[config.mk]
export PLATFORM = sky130hd
export DESIGN_NAME = mem_port_arbiter
export DESIGN_NICKNAME = d
export VERILOG_FILES = /design/src/rtl/little_cpu_pkg.sv /design/src/rtl/mem_port_arbiter_rr_pick2.sv /design/src/rtl/mem_port_arbiter.sv
export SDC_FILE = /design/constraint.sdc
export NUM_CORES = 1
export LEC_CHECK = 0
export BUFFER_PORTS_ARGS = -buffer_cell sky130_fd_sc_hd__buf_2
export CAP_MARGIN = 15
export CORE_ASPECT_RATIO = 1.4
export CORE_UTILIZATION = 46
export DETAILED_ROUTE_END_ITERATION = 12
export PLACE_DENSITY = 0.81
export SLEW_MARGIN = 40
export SYNTH_ARGS = -nofsm -noshare
export SYNTH_HDL_FRONTEND = slang
export SYNTH_HIERARCHICAL = 1
export SYNTH_SLANG_ARGS = --single-unit
[constraint.sdc]
create_clock -name i_clk -period 2 [get_ports i_clk]
set_clock_uncertainty 0.15 [all_clocks]
set_input_delay 0.1 -clock i_clk [delete_from_list [all_inputs] [get_ports i_clk]]
set_output_delay 0.1 -clock i_clk [all_outputs]
set_load 0.03 [all_outputs]
[src/rtl/little_cpu_pkg.sv]
// Shared types and constants for the little CPU memory-side blocks.
package little_cpu_pkg;

  // Arbiter sequencing: pick a requester, drive the memory, hand back the result.
  typedef enum logic [1:0] {
    IDLE   = 2'd0,
    ACCESS = 2'd1,
    DONE   = 2'd2
  } arb_state_t;

  // Encoding of the rw pins shared by requesters and memory.
  localparam logic RW_READ  = 1'b0;
  localparam logic RW_WRITE = 1'b1;

  // Default datapath widths (MDR/memory word and MAR/PC address).
  localparam int BITS_DEF = 16;
  localparam int AW_DEF   = 8;

endpackage

[src/rtl/mem_port_arbiter_rr_pick2.sv]
// Combinational two-way round-robin selector: on a tie the requester that
// was not served last wins, otherwise whichever single requester is active.
module rr_pick2 (
  input  logic [1:0] req_i,
  input  logic       last_grant_i,
  output logic       grant_valid_o,
  output logic       grant_idx_o
);

  // Select the winner for the current cycle.
  always_comb begin
    // NOTE: every output gets a default first so no path through this block can infer a latch.
    grant_valid_o = |req_i;
    grant_idx_o   = 1'b0;
    if (req_i == 2'b11) begin
      grant_idx_o = ~last_grant_i;
    end else begin
      grant_idx_o = req_i[1];
    end
  end

endmodule

[src/rtl/mem_port_arbiter.sv]
// Two-requester arbiter in front of the single-port memory. Requester 0 is
// the CPU MAR/MDR path, requester 1 the loader/debug port. One transaction
// at a time: IDLE picks a winner and latches its request, ACCESS drives the
// memory for 1 + MEM_WAIT cycles, DONE returns read data and pulses ack.
module mem_port_arbiter
  import little_cpu_pkg::*;
#(
  parameter int BITS     = BITS_DEF,
  parameter int AW       = AW_DEF,
  parameter int MEM_WAIT = 0
) (
  input  logic            i_clk,
  input  logic            i_rst,
  input  logic            i_r0_req,
  input  logic            i_r0_rw,
  input  logic [AW-1:0]   i_r0_addr,
  input  logic [BITS-1:0] i_r0_wdata,
  output logic            o_r0_ack,
  output logic [BITS-1:0] o_r0_rdata,
  input  logic            i_r1_req,
  input  logic            i_r1_rw,
  input  logic [AW-1:0]   i_r1_addr,
  input  logic [BITS-1:0] i_r1_wdata,
  output logic            o_r1_ack,
  output logic [BITS-1:0] o_r1_rdata,
  output logic            o_mem_rw,
  output logic [AW-1:0]   o_mem_addr,
  output logic [BITS-1:0] o_mem_wdata,
  input  logic [BITS-1:0] i_mem_rdata,
  output logic            o_busy
);

  // Index of the last ACCESS cycle; the wait counter runs 0..WAIT_LAST.
  localparam logic [3:0] WAIT_LAST = 4'(MEM_WAIT);

  arb_state_t      state_q;
  logic            last_grant_q;
  logic            gidx_q;
  logic            rw_q;
  logic            mem_rw_q;
  logic [3:0]      wait_q;
  logic [AW-1:0]   addr_q;
  logic [BITS-1:0] wdata_q;
  logic [BITS-1:0] r0_rdata_q;
  logic [BITS-1:0] r1_rdata_q;

  logic            grant_valid;
  logic            grant_idx;
  logic            done_read;

  rr_pick2 u_pick (
    .req_i         ({i_r1_req, i_r0_req}),
    .last_grant_i  (last_grant_q),
    .grant_valid_o (grant_valid),
    .grant_idx_o   (grant_idx)
  );

  // Arbitration FSM with request latches, wait counter and read-data capture.
  always_ff @(posedge i_clk) begin
    // NOTE: sequential state uses non-blocking assignments so every register samples pre-edge values.
    if (i_rst) begin
      state_q      <= IDLE;
      last_grant_q <= 1'b1;
      gidx_q       <= 1'b0;
      rw_q         <= RW_READ;
      mem_rw_q     <= 1'b0;
      wait_q       <= '0;
      addr_q       <= '0;
      wdata_q      <= '0;
      r0_rdata_q   <= '0;
      r1_rdata_q   <= '0;
    end else begin
      // The write strobe is only ever a single-cycle pulse.
      mem_rw_q <= 1'b0;
      unique case (state_q)
        IDLE: begin
          if (grant_valid) begin
            gidx_q   <= grant_idx;
            rw_q     <= grant_idx ? i_r1_rw    : i_r0_rw;
            mem_rw_q <= grant_idx ? i_r1_rw    : i_r0_rw;
            addr_q   <= grant_idx ? i_r1_addr  : i_r0_addr;
            wdata_q  <= grant_idx ? i_r1_wdata : i_r0_wdata;
            wait_q   <= '0;
            state_q  <= ACCESS;
          end
        end
        ACCESS: begin
          if (wait_q == WAIT_LAST) begin
            state_q <= DONE;
          end else begin
            wait_q <= wait_q + 4'd1;
          end
        end
        DONE: begin
          if (rw_q != RW_WRITE) begin
            if (gidx_q) r1_rdata_q <= i_mem_rdata;
            else        r0_rdata_q <= i_mem_rdata;
          end
          last_grant_q <= gidx_q;
          state_q      <= IDLE;
        end
        default: state_q <= IDLE;
      endcase
    end
  end

  // Read data is already valid on i_mem_rdata during DONE, so the requester
  // sees it in the ack cycle and from the register afterwards.
  assign done_read   = (state_q == DONE) && (rw_q == RW_READ);
  assign o_r0_rdata  = (done_read && !gidx_q) ? i_mem_rdata : r0_rdata_q;
  assign o_r1_rdata  = (done_read &&  gidx_q) ? i_mem_rdata : r1_rdata_q;

  assign o_r0_ack    = (state_q == DONE) && !gidx_q;
  assign o_r1_ack    = (state_q == DONE) &&  gidx_q;

  // Reset masks the strobe immediately so no write commits on the reset edge.
  assign o_mem_rw    = mem_rw_q & ~i_rst;
  assign o_mem_addr  = addr_q;
  assign o_mem_wdata = wdata_q;
  assign o_busy      = (state_q != IDLE);

endmodule
After elaboration in Yosys (flattened, before gate mapping)
Index checks and enable logic that the tools add are counted.
- register bits: 66
- word-level logic and storage cells: 53
- add/sub/neg operators: 1
- eq/ne operators: 6
- multiplexer cells: 12
- bitwise logic cells: 7
- reductions and logical operators: 17
- operators with widths (kind ; count):
    $mux 16 ; 3
    $reduce_and 3->1 ; 3
    $mux 4 ; 2
    $mux 8 ; 1
    $pmux 4 s2 ; 1
    $ne 2x2->1 const B ; 3
    $not 1->1 ; 6
    $logic_and 1x1->1 ; 5
    $add 4x1->4 const B ; 1
    $eq 2x2->1 const B ; 2
    $logic_not 4->1 ; 1
    $mux 2 ; 2
    $pmux 2 s2 ; 1
    $reduce_and 2->1 ; 2
    $reduce_bool 2->1 ; 2
    $reduce_or 3->1 ; 1
    $eq 2x1->1 const B ; 1
    $logic_not 2->1 ; 1
    $mux 1 ; 2
    $reduce_or 2->1 ; 1
    $and 1x1->1 ; 1
    $logic_not 1->1 ; 1

Logic depth before layout (Yosys ltp)
Gate-level depths: netlist of the first run.
- depth in word-level cells: 4
- mapped depth: 6

Cells and area by module
Netlist of the first run, hierarchy kept.
- modules (own cells, without submodules) (module ; instances ; cells an instance ; area an instance (sq um) ; seq. area each (sq um)):
    mem_port_arbiter ; 1 ; 265 ; 2802.7 ; 1321.3
    rr_pick2 ; 1 ; 2 ; 13.8 ; 0.0

Worst setup path before layout of the first run
OpenSTA, ideal clock, no wires.
- path type: reg-to-reg
- from: register state_q[0]
- to: register r0_rdata_q[14]
- arrival: 1652 ps
- required time: 1722 ps
- slack: 70 ps
- stages on the path, launching flop included: 6
- period minus slack after synthesis: 1930 ps
- path through: dfxtp_1 > buf_4 > nor4b_4 > buf_6 > mux2_1 > nor2b_1
- longest elaborated chain between the ends: 2
- ends and longest elaborated chain (element ; RTL line ; RTL):
    start: declaration ; mem_port_arbiter.sv:36 ; arb_state_t state_q;
    start signal: assignment ; mem_port_arbiter.sv:62 ; state_q <= IDLE;
    start signal: assignment ; mem_port_arbiter.sv:84 ; state_q <= ACCESS;
    start signal: assignment ; mem_port_arbiter.sv:89 ; state_q <= DONE;
    $eq 2x2->1 ; mem_port_arbiter.sv:75 ; unique case (state_q)
    $reduce_and 3->1 (no source line) ; -- ;
    end signal: assignment ; mem_port_arbiter.sv:97 ; else r0_rdata_q <= i_mem_rdata;
    end: declaration ; mem_port_arbiter.sv:44 ; logic [BITS-1:0] r0_rdata_q;
No other way between the ends.
A chain may end at the register's enable or synchronous reset.

Worst setup path after layout of the first run
- from: register state_q[1]
- to: output port o_r1_rdata[9]
- longest elaborated chain between the ends: 4
- ends and longest elaborated chain (element ; RTL line ; RTL):
    $eq 2x2->1 ; mem_port_arbiter.sv:109 ; assign done_read = (state_q == DONE) && (rw_q == RW_READ);
    $logic_and 1x1->1 ; mem_port_arbiter.sv:109 ;
    $logic_and 1x1->1 ; mem_port_arbiter.sv:111 ; assign o_r1_rdata = (done_read && gidx_q) ? i_mem_rdata : r1_rdata_q;
    $mux 16 ; mem_port_arbiter.sv:111 ;
    end: declaration ; mem_port_arbiter.sv:25 ; output logic [BITS-1:0] o_r1_rdata,
No other way between the ends.

==> key figures, run 1 <==
Run status
  • Status: finished, violations left
  • Failing checks: setup timing

Placed design
  • Final GP Congestion: 0.720
  • DP Wirelength: roughly 4400 µm
  • Post-placement cell area: 3560 µm²
  • IO Port Bufs: between 100 and 150

Routing
  • Detailed-route DRC error count: 0
  • Vias after detailed routing: 2817
  • Routed Antenna Nets: 0
  • Drt first pass iters: 5
  • Drt first-iter violations: 159
  • Total wire length: 9880 µm
  • WL/cell: roughly 19 µm
  • Vias per cell: about 5.3

Floorplan
  • Full die area: 6440 µm²
  • Die Y: between 90 and 100 µm
  • Row count: 33
  • Initial Utilization: 0.480
  • Die width: 68.1 µm
  • Core area: 5860 µm²
  • I/O pin count: 130

Synth
  • YS warnings: 6
  • Synthesized area per cell: 10.5 µm²
  • Synth Instances: 267
  • Top FF cell, synth: dfxtp_1
  • Number of synthesized flops with an enable pin: 0
  • Register bit total from synthesis: between 60 and 70
  • Synth area leaders: dfxtp_1 47%, mux2_2 13%, mux2i_1 8.9%, nor2b_1 8.0%, a211oi_1 6.4%
  • Post-synthesis sequential area ratio: 0.469
  • Async S/R FF share, synth: 0
  • Post-synth top area share: 0.469
  • Synth area leader: dfxtp_1
  • Cell Area, Synth: 2820 µm²
  • Yosys cell types: 34
  • Mapped Nets: between 300 and 400

Clocking
  • Root buf cell: clkbuf_8
  • CTS tree: yes
  • CTS max path bufs: 2
  • Num Clock Sinks: between 60 and 70
  • TritonCTS buffer count: 9
  • Clock Pin Slew Worst Setup and Hold Paths: 70 ps
  • Skew-Pair Late Insertion Delay: 330 ps
  • CTS H-Tree Depth: 3

STA
  • WHS: ~8.2 ps
  • Unrepaired setup endpoints after global routing: yes
  • Period utilization: 1.05
  • Slew @ Worst Pin: 671 ps
  • Final setup violation count: 25
  • Final Worst Setup Slack: -90.3 ps
  • Period minus WS final: 2090 ps
  • Final hold violations: 0
  • Peak Freq: roughly 480 MHz
  • Headroom to the max-slew limit: 0.553
  • Max-slew violation count: 0

Layout
  • Share of cells above drive strength 1: 0.440
  • Area growth, synth to finish: 69.7%
  • Commonest non-fill, non-tap cell in the layout: buf_2
  • Seq. cell area: 1330 µm²
  • Fillers: roughly 300
  • Final core utilization: 0.815
  • N_diodes: 0
  • Finished Cell Area: between 4000 and 5000 µm²
  • Nets: 532
  • Multi-input logic area: 1550 µm²
  • Most frequent cells in the layout: 96 x buf_2, 62 x dfxtp_1, 55 x dlygate4sd3_1, 36 x nor2b_1, 35 x buf_6

Global route
  • Largest net degree at the start of global routing: 67
  • Vias in the first global route: ~2900
  • Overall global routing resource usage: 0.293
  • GRT overflow: 0
  • First-pass GRT wire length: 13800 µm
  • Antenna violations before repair: 0

Pwr
  • Comb pwr share: 0.272
  • Clock share of power: 0.293
  • Internal power: between 2000 and 2500 µW
  • Final Power: 3370 µW
  • Sw power: 1030 µW
  • Pleak: 0.00217 µW
  • Sequential power share: 0.435
  • Max VDD drop: between 0.0004 and 0.0005 V
  • Pwr Density: between 700 and 800 nW/µm²
  • Switching part of the total: 0.305

Run
  • Maxcap violations: 0

Worst setup path
  • Crit-path slowest cell: dfxtp_4
  • WP buf/inv: 3
  • Worst Path Required: 1750 ps
  • Crit-path cells: nor4bb_4 > buf_4 > clkbuf_16 > mux2_4 > buf_6
  • CP delay by family, top: buffers and inverters
  • Crit Path Category: flop to output port
  • Crit Path Max Fanout: 7
  • Startpoint types: flop
  • Worst Path Arrival: about 1800 ps
  • CP Capture Type: output port
  • CP max stage delay: 370 ps

Min path
  • Hold Path Class: input pin to flop
[worst register-to-register path, cell delays in order, from the launching register on]
cell           delay [ps]
dfxtp_1               350
a21boi_4              240
buf_6                 180
mux2i_1               220
dlygate4sd3_1         570
a211oi_1               70
[power groups by stage]
| stage | logic (µW) | clock network [µW] | registers (µW) |
|---|---|---|---|
| finish | 918 | 988 | 1460 |
| global route | 971 | 1060 | 1470 |
| CTS | 813 | 999 | 1450 |
| detailed placement | 680 | 0 | 1480 |
| global placement | 666 | 0 | 1480 |
| floorplan | 338 | 0 | 1590 |
[through the flow]
stage	worst slack (ps)	TNS (ps)	instances
6_report	-90.3	-1100	531
5_1_grt	-166	-3540	531
4_1_cts	-46.0	-614	524
3_5_place_dp	79.0	0	452
3_3_place_gp	181	0	452
2_1_floorplan	69.8	0	267
[sequential cells by signal, summed over array words and instances, names as in the netlist]
signal / cells
mem_rw_q: 1
gidx_q: 1
state_q: 2
r1_rdata_q: 16
rw_q: 1
r0_rdata_q: 16
o_mem_addr: 8
last_grant_q: 1
wait_q: 4
o_mem_wdata: 16
[cell usage after synthesis (2+ instances only)]
library cell  instances
nor3b_1               2
nor2b_1              36
clkbuf_1             12
dfxtp_1              66
buf_2                 5
inv_1                 5
mux2_2               33
a21oi_1               2
nor2_1               30
mux2i_1              25
ha_1                  2
nand2b_1              2
a211oi_1             24
buf_6                 2
a211o_1               2
[cell families (layout without fill, tap and decap cells)]
group           after synthesis  in the layout  share of synthesized area
simple gates                 83             83                      0.170
flops                        66             66                      0.469
mux                          59             59                      0.225
compound gates               32             32                     0.0849
buf+inv                      25            219                     0.0422
fa+ha+maj                     2              2                    0.00888
[metal layers]
layer / wire, µm / global-route usage
met5: 0 / 0
met4: 250 / 0.158
met3: 943 / 0.0942
met2: 4910 / 0.475
met1: 3770 / 0.331
[area by class of cell]
| cell class | count | area share |
|---|---|---|
| Timing Repair Buffer | 202 | 0.340 |
| Clock buffer | 12 | 0.0346 |
| Inverter | 5 | 0.00393 |
| Multi-Input combinational cell | 176 | 0.324 |
| Sequential cell | 66 | 0.279 |
| Tap cell | 70 | 0.0183 |
[worst paths after layout]
| check | start | endpoint | slack, ps | depth (start not counted) |
|---|---|---|---|---|
| max reg2reg | last_grant_q | o_mem_addr[3] | 60 | 5 |
| min | i_mem_rdata[10] | r0_rdata_q[10] | 8 | 3 |
| max | state_q[1] | o_r1_rdata[9] | -90 | 5 |
| min reg2reg | o_mem_wdata[15] | o_mem_wdata[15] | 350 | 2 |
[timing repair]
action | CTS | global route
buffers inserted | 4 | 6
endpoints found under the setup margin | 31 | 39
hold endpoints to repair | 35 | 0
hold buffers | 56 | 0
pin swaps | 2 | 2
resized for setup | 64 | 49
cloned | 0 | 2
(Power assumes the default switching activity.)
==> inputs of run 2 (changes only) <==
CELL_PAD_IN_SITES_DETAIL_PLACEMENT = 0   (was not set)
CELL_PAD_IN_SITES_GLOBAL_PLACEMENT = 1   (was not set)
CORE_UTILIZATION = 31   (was 46)
PLACE_DENSITY = 0.78   (was 0.81)
clock period = 1.9 ns   (was 2 ns; I/O delays follow)
==> run 2 against run 1 <==
Global-route usage down 11 points. Utilization decreased by 25 points. Count of clock-buffer cells in the layout unchanged. The flow still finishes with violations (setup timing). Die area up 47%. Critical path type unchanged. Largest cell class unchanged. Critical endpoint is now o_r1_rdata[6].
==> key figures, run 2 (synthesis results as in run 1) <==
Run status
  • Status: finished, violations left
  • Failing checks: setup timing

Worst setup path
  • Worst Path Required: 1650 ps
  • Crit Path Max Fanout: 6
  • Crit Path Category: flop to output port
  • CP Capture Type: output port
  • Crit Reg-Reg Endpoint: wait_q[2]
  • Startpoint types: flop
  • Reg2reg path depth: 5
  • Reg2Reg Launch Point: state_q[1]
  • Flop2flop setup slack: around 60 ps
  • Worst Path Arrival: 1740 ps

Pwr
  • Pwr Density: 823 nW/µm²
  • Switching part of the total: 0.272
  • Comb pwr share: 0.224
  • Clock share of power: 0.396
  • Max VDD drop: approximately 0.00047 V
  • Sequential power share: 0.379
  • Internal power: 2940 µW
  • Final Power: 4040 µW
  • Pleak: 0.00221 µW
  • Sw power: between 1000 and 1500 µW

STA
  • Max-slew violation count: 0
  • Final Worst Setup Slack: -83.5 ps
  • Peak Freq: 504 MHz
  • Period utilization: 1.04
  • Final hold violations: 0
  • Slew @ Worst Pin: 696 ps
  • Unrepaired setup endpoints after global routing: yes
  • Headroom to the max-slew limit: 0.536
  • Final setup violation count: 31
  • Period minus WS final: between 1500 and 2000 ps

Layout
  • Final core utilization: 0.563
  • N_diodes: 0
  • Share of cells above drive strength 1: 0.437
  • Nets: 530
  • Commonest non-fill, non-tap cell in the layout: buf_2
  • Most frequent cells in the layout: 97 x buf_2, 62 x dfxtp_1, 55 x dlygate4sd3_1, 36 x nor2b_1, 33 x buf_6
  • Fillers: approximately 700
  • Area growth, synth to finish: 74.1%

Routing
  • Vias after detailed routing: 2637
  • Drt first pass iters: 4
  • Drt first-iter violations: 45
  • Detailed-route DRC error count: 0
  • Total wire length: 8390 µm
  • Vias per cell: ~4.7
  • Routed Antenna Nets: 0
  • WL/cell: about 15 µm

Global route
  • Busiest metal layer after global routing: met2
  • GRT overflow: 0
  • Met3 Usage GRT: 0.0714
  • First-pass GRT wire length: 12800 µm
  • Antenna violations before repair: 0
  • Grt met1 use: 0.193
  • Met2 usage: 0.316
  • Vias in the first global route: 2674
  • Largest net degree at the start of global routing: 67
  • Overall global routing resource usage: 0.182

Floorplan
  • Full die area: roughly 9500 µm²
  • Initial Utilization: 0.323
  • Die width: approximately 83 µm
  • I/O pin count: 130
  • Row count: 40
  • Core area: 8710 µm²
  • Die Y: 115 µm

Min path
  • Min-Delay Startpoint: i_mem_rdata[1]
  • Hold EP: r0_rdata_q[1]
  • Hold Crit Depth: 3
  • Hold Path Class: input pin to flop

Placed design
  • DP Wirelength: 4600 µm
  • Final GP Congestion: 0.734
  • IO Port Bufs: 129

Run
  • Maxcap violations: 0

Clocking
  • CTS H-Tree Depth: 3
  • Root buf cell: clkbuf_16
  • TritonCTS buffer count: 9
  • CTS tree: yes
  • Clock Pin Slew Worst Setup and Hold Paths: 50 ps
  • Skew-Pair Late Insertion Delay: about 320 ps
  • CTS max path bufs: 2
  • Num Clock Sinks: 66
-- run 2: layout make-up --
class / instances / area, µm² / share of cell area
timing repair buffer: 200 / 1610 / 0.327
inverter: 5 / 18.8 / 0.00383
clock buffer: 12 / 246 / 0.0503
sequential: 66 / 1330 / 0.271
tap: 105 / 131 / 0.0268
multi-input combinational: 176 / 1530 / 0.312
clock inverter: 3 / 40.0 / 0.00816
-- run 2: how the worst max path moves through the flow --
stage	start	to	slack, ps	cells after the start
finish	state_q[1]	o_r1_rdata[6]	-80	5
global route	state_q[1]	o_r1_rdata[7]	-150	5
CTS	gidx_q	o_r1_rdata[9]	-160	4
detailed placement	state_q[1]	wait_q[2]	110	4
global placement	state_q[1]	wait_q[2]	140	4
floorplan	state_q[0]	r0_rdata_q[10]	-20	5
-- run 2: power by group through the flow --
stage	clock (µW)	sequential, µW	combinational (µW)
6_report	1600	1530	905
5_1_grt	1700	1540	971
4_1_cts	1640	1530	875
3_5_place_dp	0	1560	726
3_3_place_gp	0	1550	720
2_1_floorplan	0	1680	356
-- run 2: what timing repair did --
item	4_1_cts	5_1_grt
setup buffers	3	3
hold buffers	54	1
hold endpoints to repair	33	1
gates cloned	1	1
endpoints found under the setup margin	32	33
resized for setup	98	8
pin swaps	2	2
-- run 2: worst max-delay path: stages (launching register included) --
cell       delay, ps
dfxtp_4          350
nor4bb_4         290
buf_4            170
clkbuf_16        150
mux2_4           310
buf_6            140
-- run 2: per-layer routing --
layer	wire [µm]	part of all wire
met5	0	0
met2	4010	0.48
met1	3460	0.41
met4	134	0.016
met3	791	0.094
-- run 2: metrics by stage --
step	setup TNS, ps	hold slack (ps)	instances	worst slack, ps	instance area (µm²)
2_1_floorplan	-228	179	267	-22.8	2820
3_3_place_gp	0	284	489	141	3640
3_5_place_dp	0	292	489	107	3640
4_1_cts	-3450	0.310	562	-162	4840
5_1_grt	-3940	11.7	567	-152	4900
6_report	-2060	4.50	567	-83.5	4900
==> inputs of run 3 (changes only) <==
CTS_BUF_LIST = sky130_fd_sc_hd__clkbuf_4 sky130_fd_sc_hd__clkbuf_8 sky130_fd_sc_hd__clkbuf_16   (was not set)
==> run 3 against run 2 <==
The flow still finishes with violations (setup timing). Fmax grew 0.11%. Setup slack gained 2.2 ps. First-iteration DRC count shrank 8.9%. Utilization grew 0.086 points. Global-route usage is essentially flat. Sequential power is essentially flat. Largest power group unchanged. Die area is the same. Design area grew 0.15%. Combinational power is essentially flat. Critical path depth is the same. Register-to-register slack is essentially flat.
==> key figures, run 3 (synthesis results as in run 1) <==
Run status
  • Status: finished, violations left
  • Failing checks: setup timing

Routing
  • Detailed-route DRC error count: 0
  • Drt first-iter violations: 41
  • Drt first pass iters: 4
  • Routed Antenna Nets: 0
  • Total wire length: around 8400 µm
  • WL/cell: 14.8 µm
  • Vias after detailed routing: roughly 2600
  • Vias per cell: 4.65

Floorplan
  • Die Y: 115 µm
  • Full die area: 9480 µm²
  • Row count: 40
  • Initial Utilization: 0.323
  • I/O pin count: 130
  • Die width: just over 80 µm
  • Core area: 8710 µm²

Global route
  • Met3 Usage GRT: 0.0714
  • First-pass GRT wire length: 12800 µm
  • Antenna violations before repair: 0
  • Largest net degree at the start of global routing: 67
  • Overall global routing resource usage: 0.182
  • Grt met1 use: 0.193
  • Busiest metal layer after global routing: met2
  • Met2 usage: 0.316
  • Vias in the first global route: 2674
  • GRT overflow: 0

Pwr
  • Max VDD drop: 0.000472 V
  • Pwr Density: just over 800 nW/µm²
  • Pleak: 0.00222 µW
  • Final Power: 4060 µW

Clocking
  • CTS H-Tree Depth: 3
  • Num Clock Sinks: 66
  • TritonCTS buffer count: 9
  • Clock Pin Slew Worst Setup and Hold Paths: roughly 50 ps
  • Root buf cell: clkbuf_16
  • CTS max path bufs: 2
  • CTS tree: yes
  • Skew-Pair Late Insertion Delay: 320 ps

STA
  • Max-slew violation count: 0
  • Slew @ Worst Pin: 690 ps
  • Final setup violation count: 31
  • Unrepaired setup endpoints after global routing: yes
  • Period utilization: 1.04
  • Final hold violations: 0
  • Peak Freq: 505 MHz
  • Period minus WS final: 1980 ps
  • Headroom to the max-slew limit: 0.540
  • Final Worst Setup Slack: -81.3 ps

Placed design
  • Post-placement cell area: 3640 µm²
  • DP Wirelength: 4600 µm
  • Final GP Congestion: 0.734
  • IO Port Bufs: between 100 and 150

Min path
  • Hold EP: r0_rdata_q[1]
  • Hold Crit Depth: 3
  • Hold Path Class: input pin to flop
  • Min-Delay Startpoint: i_mem_rdata[1]

Layout
  • Commonest non-fill, non-tap cell in the layout: buf_2
  • Final core utilization: 0.564
  • Most frequent cells in the layout: 97 x buf_2, 62 x dfxtp_1, 55 x dlygate4sd3_1, 36 x nor2b_1, 33 x buf_6
  • Area growth, synth to finish: 74.4%
  • Finished Cell Area: 4910 µm²
  • N_diodes: 0
  • Nets: 530
  • Share of cells above drive strength 1: 0.442

Worst setup path
  • Crit Path Category: flop to output port
  • Flop2flop setup slack: approximately 60 ps
  • Reg2Reg Launch Point: state_q[1]
  • Crit-path cells: nor4bb_4 > buf_4 > clkbuf_16 > mux2_4 > buf_6
  • CP max stage delay: 350 ps
  • Reg2reg path depth: 5
  • Crit Path Max Fanout: 6
  • Crit Reg-Reg Endpoint: wait_q[2]
  • CP Capture Type: output port
  • Worst Path Arrival: 1740 ps
  • Crit-path slowest cell: dfxtp_4
  • Startpoint types: flop
  • Worst Path Required: roughly 1700 ps

Run
  • Maxcap violations: 0
[run 3: stage by stage]
step	instances	hold slack [ps]	setup TNS, ps	setup slack [ps]
2_1_floorplan	267	179	-228	-22.8
3_3_place_gp	489	284	0	141
3_5_place_dp	489	292	0	107
4_1_cts	562	0.310	-3450	-162
5_1_grt	567	11.7	-3940	-152
6_report	567	4.68	-2000	-81.3
[run 3: area by class of cell]
type / count / area [µm²]
well taps: 105 / 131
clock inverters: 3 / 40.0
fillers: 706 / 3800
flip-flops and latches: 66 / 1330
repair buffers: 200 / 1610
multi-input cells: 176 / 1530
clock buffers: 12 / 254
inverters: 5 / 18.8
[run 3: worst max path at each step]
stage                     startpoint             end  slack, ps
after floorplan           state_q[0]  r0_rdata_q[10]        -20
after CTS                     gidx_q   o_r1_rdata[9]       -160
after global placement    state_q[1]       wait_q[2]        140
after detailed placement  state_q[1]       wait_q[2]        110
after global routing      state_q[1]   o_r1_rdata[7]       -150
final                     state_q[1]   o_r1_rdata[6]        -80
[run 3: critical path, delay by kind of cell (launching register included)]
| kind | cells | cell delay, ps |
|---|---|---|
| flip-flops | 1 | 350 |
| AND/OR/NAND/NOR | 1 | 300 |
| buffers and inverters | 3 | 460 |
| multiplexers | 1 | 310 |
[run 3: per-layer routing]
metal	wire, µm	part of all wire
met5	0	0
met3	799	0.096
met2	3990	0.48
met1	3440	0.41
met4	133	0.016
[run 3: timing repair]
item                                    4_1_cts  5_1_grt
resized for setup                            98        8
buffers inserted                              3        3
hold endpoints to repair                     33        1
endpoints found under the setup margin       32       33
hold buffers                                 54        1
pin swaps                                     2        2
cloned                                        1        1
[run 3: report_power, final]
part | internal [µW] | switching (µW) | total, µW
clock | 1070 | 559 | 1630
combinational | 422 | 483 | 904
sequential | 1480 | 52.6 | 1530
total | 2970 | 1090 | 4060
